**config.mk**
```make
export PLATFORM = sky130hd
export DESIGN_NAME = linear_sensor_seq
export DESIGN_NICKNAME = d
export VERILOG_FILES = /design/src/rtl/linear_sensor_seq.sv
export SDC_FILE = /design/constraint.sdc
export NUM_CORES = 1
export LEC_CHECK = 0
export BUFFER_PORTS_ARGS = -buffer_cell sky130_fd_sc_hd__buf_2
export CAP_MARGIN = 40
export CORE_MARGIN = 10
export CORE_UTILIZATION = 42
export DETAILED_ROUTE_END_ITERATION = 10
export SLEW_MARGIN = 20
export SYNTH_ARGS = -nofsm -noshare
export SYNTH_HDL_FRONTEND = slang
export SYNTH_SLANG_ARGS = --single-unit
export TNS_END_PERCENT = 5
```
**constraint.sdc**
```tcl
create_clock -name clk -period 10.3 [get_ports clk]
set_clock_uncertainty 0.1 [all_clocks]
set_input_delay 1.03 -clock clk [delete_from_list [all_inputs] [get_ports clk]]
set_output_delay 1.03 -clock clk [all_outputs]
set_load 0.03 [all_outputs]
```
**src/rtl/linear_sensor_seq.sv**
```systemverilog
// Line-sensor acquisition controller: drives the integration window, waits for
// the sensor start-of-video pulse, captures NUM_CH ADC lanes per pixel and frames each line.
module linear_sensor_seq #(
    parameter int PIX_NUM   = 512,
    parameter int NUM_CH    = 2,
    parameter int ADC_W     = 16,
    parameter int BLANK_CYC = 24
) (
    input  logic                       clk,
    input  logic                       rst,
    output logic                       sensor_clk_o,
    output logic                       sensor_reset_o,
    input  logic                       ad_sp,
    input  logic [NUM_CH*ADC_W-1:0]    adc_data_in,
    output logic                       pix_valid_o,
    output logic [NUM_CH*ADC_W-1:0]    pix_data_o,
    output logic [$clog2(PIX_NUM)-1:0] pix_idx_o,
    output logic                       pix_sol_o,
    output logic                       pix_eol_o,
    output logic                       done_irq_o,
    input  logic                       wr_in,
    input  logic                       rd_in,
    input  logic [3:0]                 addr_in,
    input  logic [31:0]                data_in,
    output logic [31:0]                rd_data_o,
    output logic                       rd_valid_o
);
    localparam int          IDX_W      = $clog2(PIX_NUM);
    localparam logic [31:0] PIX_LAST   = 32'(PIX_NUM - 1);
    localparam logic [31:0] BLANK_LAST = 32'(BLANK_CYC - 1);

    typedef enum logic [2:0] {
        S_IDLE    = 3'd0,
        S_INTEG   = 3'd1,
        S_WAIT_SP = 3'd2,
        S_DATA    = 3'd3,
        S_BLANK   = 3'd4,
        S_DONE    = 3'd5
    } state_t;

    state_t      state, state_next;
    logic [31:0] cnt;
    logic        cont_reg, cont_lat;
    logic [31:0] integ_reg, lines_reg, sp_timeout_reg;
    logic [31:0] integ_lat, lines_lat, integ_last;
    logic [15:0] line_cnt;
    logic        err, done, busy;
    logic [31:0] rd_mux;
    logic        wr_ctrl, start_req, soft_rst, status_w1c;
    logic        acq_start, sp_timeout_hit, sample, line_last, more_lines;

    assign sensor_clk_o = clk;
    assign wr_ctrl      = wr_in && (addr_in == 4'd0);
    assign start_req    = wr_ctrl && data_in[0];
    assign soft_rst     = wr_ctrl && data_in[2];
    assign status_w1c   = wr_in && (addr_in == 4'd4);
    assign integ_last   = (integ_lat == 32'd0) ? 32'd0 : integ_lat - 32'd1;
    assign more_lines   = cont_lat && ((lines_lat == 32'd0) || ({16'd0, line_cnt} < lines_lat));
    assign acq_start    = (state == S_IDLE) && (state_next == S_INTEG);
    assign sample       = (state == S_DATA) && !soft_rst;
    assign line_last    = sample && (cnt == PIX_LAST);

    // NOTE: sequential state uses non-blocking assignments so every register
    // samples pre-edge values regardless of process ordering.
    always_ff @(posedge clk) begin
        if (rst) state <= S_IDLE;
        else     state <= state_next;
    end

    // NOTE: every always_comb output gets a default first so no path can infer a latch.
    always_comb begin
        state_next     = state;
        sp_timeout_hit = 1'b0;
        case (state)
            S_IDLE:    if (start_req) state_next = S_INTEG;
            S_INTEG:   if (cnt == integ_last) state_next = S_WAIT_SP;
            S_WAIT_SP: begin
                if (ad_sp) begin
                    state_next = S_DATA;
                end else if ((sp_timeout_reg != 32'd0) && (cnt == sp_timeout_reg - 32'd1)) begin
                    sp_timeout_hit = 1'b1;
                    state_next     = S_IDLE;
                end
            end
            S_DATA:    if (cnt == PIX_LAST) state_next = S_BLANK;
            S_BLANK:   if (cnt == BLANK_LAST) state_next = more_lines ? S_INTEG : S_DONE;
            S_DONE:    state_next = S_IDLE;
            default:   state_next = S_IDLE;
        endcase
        if (soft_rst) begin
            state_next     = S_IDLE;
            sp_timeout_hit = 1'b0;
        end
    end

    always_comb begin
        sensor_reset_o = (state == S_INTEG);
        busy           = (state != S_IDLE);
    end

    // Phase counter restarts on every state change, so each phase counts from zero.
    always_ff @(posedge clk) begin
        if (rst || (state == S_IDLE) || (state_next != state)) cnt <= 32'd0;
        else                                                   cnt <= cnt + 32'd1;
    end

    always_ff @(posedge clk) begin
        if (rst) begin
            cont_reg       <= 1'b0;
            integ_reg      <= 32'd0;
            lines_reg      <= 32'd0;
            sp_timeout_reg <= 32'd0;
            cont_lat       <= 1'b0;
            integ_lat      <= 32'd0;
            lines_lat      <= 32'd0;
            line_cnt       <= 16'd0;
            err            <= 1'b0;
            done           <= 1'b0;
        end else begin
            if (wr_in) begin
                case (addr_in)
                    4'd0:    cont_reg       <= data_in[1];
                    4'd1:    integ_reg      <= data_in;
                    4'd2:    lines_reg      <= data_in;
                    4'd3:    sp_timeout_reg <= data_in;
                    default: ;
                endcase
            end
            if (status_w1c && data_in[29]) err  <= 1'b0;
            if (status_w1c && data_in[30]) done <= 1'b0;
            if (acq_start) begin
                cont_lat  <= data_in[1];
                integ_lat <= integ_reg;
                lines_lat <= lines_reg;
                line_cnt  <= 16'd0;
                err       <= 1'b0;
            end
            // Internal sets come last so they win over a same-cycle host clear.
            if (sp_timeout_hit)                 err      <= 1'b1;
            if (line_last)                      line_cnt <= line_cnt + 16'd1;
            if ((state == S_DONE) && !soft_rst) done     <= 1'b1;
        end
    end

    always_ff @(posedge clk) begin
        if (rst) begin
            pix_valid_o <= 1'b0;
            pix_data_o  <= '0;
            pix_idx_o   <= '0;
            pix_sol_o   <= 1'b0;
            pix_eol_o   <= 1'b0;
            done_irq_o  <= 1'b0;
        end else begin
            pix_valid_o <= sample;
            if (sample) pix_data_o <= adc_data_in;
            pix_idx_o   <= sample ? cnt[IDX_W-1:0] : '0;
            pix_sol_o   <= sample && (cnt == 32'd0);
            pix_eol_o   <= line_last;
            done_irq_o  <= (state == S_DONE) && !soft_rst;
        end
    end

    always_comb begin
        rd_mux = 32'd0;
        case (addr_in)
            4'd0:    rd_mux = {30'd0, cont_reg, 1'b0};
            4'd1:    rd_mux = integ_reg;
            4'd2:    rd_mux = lines_reg;
            4'd3:    rd_mux = sp_timeout_reg;
            4'd4:    rd_mux = {busy, done, err, 10'd0, state, line_cnt};
            default: rd_mux = 32'd0;
        endcase
    end

    always_ff @(posedge clk) begin
        if (rst) begin
            rd_valid_o <= 1'b0;
            rd_data_o  <= 32'd0;
        end else begin
            rd_valid_o <= rd_in;
            rd_data_o  <= rd_in ? rd_mux : 32'd0;
        end
    end
endmodule

```
==> key figures <==
Clocking
  – Post-CTS setup-driven buffer insertion count: 0
  – Post-cts hold buffer count: 0
  – Gates resized, CTS repair: 0
  – Clock tree from TritonCTS: yes
  – Insertion delay of the later-clocked pin in the worst-skew pair: 650 ps
  – Clock-pin slew on the worst setup and hold paths: 60 ps

Route
  – Number of DRC violations after detailed routing: 0
  – Via density per instance: 5.69
  – DR vias: 13800
  – Number of optimization iterations in the first detailed-route pass: 8
  – Post-route antenna net violation count: 0
  – Total Routed Length: 49.8 mm
  – WL per Instance: 20.6 um
  – Violation count after the first detailed-route iteration: 1255

STA
  – Fin. Hold Viols: 0
  – Transition at the pin with the smallest max-transition slack: 867 ps
  – Slew Limit Headroom: 0.421
  – Final Slew Violations: 0
  – Setup Total Neg Slack: 0 ps
  – Setup repair after global routing missed its margin: false
  – # setup viols final: 0
  – Worst hold slack: 352 ps

Final layout
  – # fillers: 3421
  – Final net count: 2042
  – Finished Core Util: 0.492
  – Share of post-route cells with drive strength above 1: 0.139
  – Flip-flop and latch area: 5870 um2
  – Final cell count without fillers: 2420
  – Most common cell after layout, fill and taps aside: nand2_1
  – Area of the multi-input gates: 7630 um2
  – Leading cell types in the layout, fill and taps excluded: 474 x nand2_1, 293 x dfxtp_1, 248 x a21oi_1
  – Growth of design area from synthesis to finish: 15.9%
  – Final design instance area without fill: 16400 um2

Power and ir drop
  – Peak supply drop: 0.160 mV
  – Leakage power of the design: 6.22 nW
  – Power per unit of standard cell area: 158 nW/um2

Setup path
  – Element type at the critical path start: clock port
  – Arrival @ worst endpoint: 5570 ps
  – Delay contributed by the slowest stage of the critical path: 170 ps
  – Cell type with the highest occurrence count on the critical path: clkbuf_16
  – Worst Setup End Kind: primary output
  – Data required time of the worst path: 9170 ps
  – Critical-path top delay cell: buf_2
  – Dominant delay contributor by cell family on the critical path: buffers and inverters
  – Category of the most critical setup path: clk -> out
  – Crit Path Max Fanout: 2
  – Count of buffer and inverter cells on the critical path: 3
  – Cells along the critical path: clkbuf_16 -> clkbuf_16 -> buf_2

Yosys
  – Biggest area consumer among synthesized cells: dfxtp_1
  – Netlist area before placement: 14200 um2
  – Synth top area share: 0.414
  – Flops & latches, synth: 293
  – Total number of yosys warnings: 0
  – Number of instances in the synthesized netlist: 1871
  – Number of flops mapped to enable cells by yosys: 0
  – Yosys cell types: 65
  – Top cells by area in the synthesized netlist: dfxtp_1 41%, nand2_1 13%, a21oi_1 8.8%
  – Proportion of synthesized chip area in sequential cells: 0.414
  – Share of synthesized flip-flops with an asynchronous set or reset: 0
  – Synthesized Nets: 1965
  – Main synth FF type: dfxtp_1
  – Post-synthesis average cell area: 7.57 um2

Placed design
  – Placed cells: 2352
  – Total cell area at the placement stage: 15200 um2
  – Buffers on Ports: 152
  – Placer congestion estimate: 1.01
  – Dpl hpwl: 36.4 mm

Floorplan
  – Chip height: 204 um
  – Die area: 41500 um2
  – Effective utilization at floorplan: 0.424
  – Die X-Extent: 204 um
  – # IOs: 153
  – Floorplan row count: 67
  – Placeable core area: 33400 um2

Global routing
  – Via count of the first global-routing pass: 13300
  – Maximum number of pins on one net before global-route repair: 116
  – Total gr overflow: 0
  – GRT Total Usage: 0.232
  – Initial antenna violation count: 4
  – Wire length of the first global-routing pass: 76.8 mm

Worst hold path
  – Class of the tightest hold or removal check: reg -> reg

Run
  – Count of max-cap constraint violations: 0

Run status
  – Result of the run: finished clean
==> tightest hold or removal path, stage by stage (launching register included) <==
cell	delay [ps]
dfxtp_1	310
nand2_1	50
a21oi_1	50
==> per-stage QoR <==
step / worst slack [ps] / power (W)
floorplan: 3880 / 0.00128
finish: 3600 / 0.00259
detailed placement: 3870 / 0.00133
CTS: 3590 / 0.00261
global route: 3590 / 0.00268
global placement: 3870 / 0.00133
==> worst paths after layout <==
check / cells past startpoint / slack (ps) / endpoint / start
worst max-delay path: 3 / 3600 / sensor_clk_o / clk
worst min-delay path: 2 / 350 / pix_data_o[5]$_SDFFE_PP0P_ / pix_data_o[5]$_SDFFE_PP0P_
worst max register to register: 10 / 5380 / cnt[6]$_SDFF_PP0_ / integ_lat[8]$_SDFFE_PP0P_
worst min register to register: 2 / 350 / pix_data_o[5]$_SDFFE_PP0P_ / pix_data_o[5]$_SDFFE_PP0P_
==> cells in the mapped netlist (28+ instances only) <==
| cell type | n |
|---|---|
| nand2_1 | 474 |
| nor2_1 | 125 |
| nor4_1 | 41 |
| o21ai_0 | 28 |
| inv_1 | 33 |
| dfxtp_1 | 293 |
| xor2_1 | 49 |
| nand3_1 | 30 |
| nor3_1 | 47 |
| xnor2_1 | 49 |
| clkbuf_1 | 138 |
| a21oi_1 | 248 |
| nand4_1 | 30 |
==> cell families after synthesis <==
group / after synthesis / share of synthesized area
flip-flops: 293 / 0.414
AND/OR/NAND/NOR: 865 / 0.276
multiplexers: 23 / 0.0173
XOR/XNOR: 98 / 0.0606
buffers and inverters: 179 / 0.0488
adder cells (fa/ha/maj): 21 / 0.0186
AO/OA/AOI/OAI: 392 / 0.165
==> layer usage <==
layer	routed length, um	share of wire	track usage
met3	3920	0.079	0.0522
met1	22200	0.45	0.312
met4	1500	0.030	0.0815
met2	22100	0.44	0.359
met5	29	0.00058	0
==> layout make-up <==
class	instances	area share
Clock inverter	15	0.00923
Inverter	33	0.00755
Antenna cell	2	0.000305
Tap cell	448	0.0342
Timing Repair Buffer	182	0.0622
Multi-Input combinational cell	1399	0.465
Sequential cell	293	0.357
Clock buffer	48	0.0640
==> power by group <==
group | internal, W | leakage (nW) | switching [W] | total, W
logic | 0.0000509 | 3.27 | 0.000101 | 0.000152
registers | 0.00114 | 2.36 | 0.00000933 | 0.00115
clock network | 0.000771 | 0.593 | 0.000518 | 0.00129
Note: power is estimated with default switching activity, not from simulation.
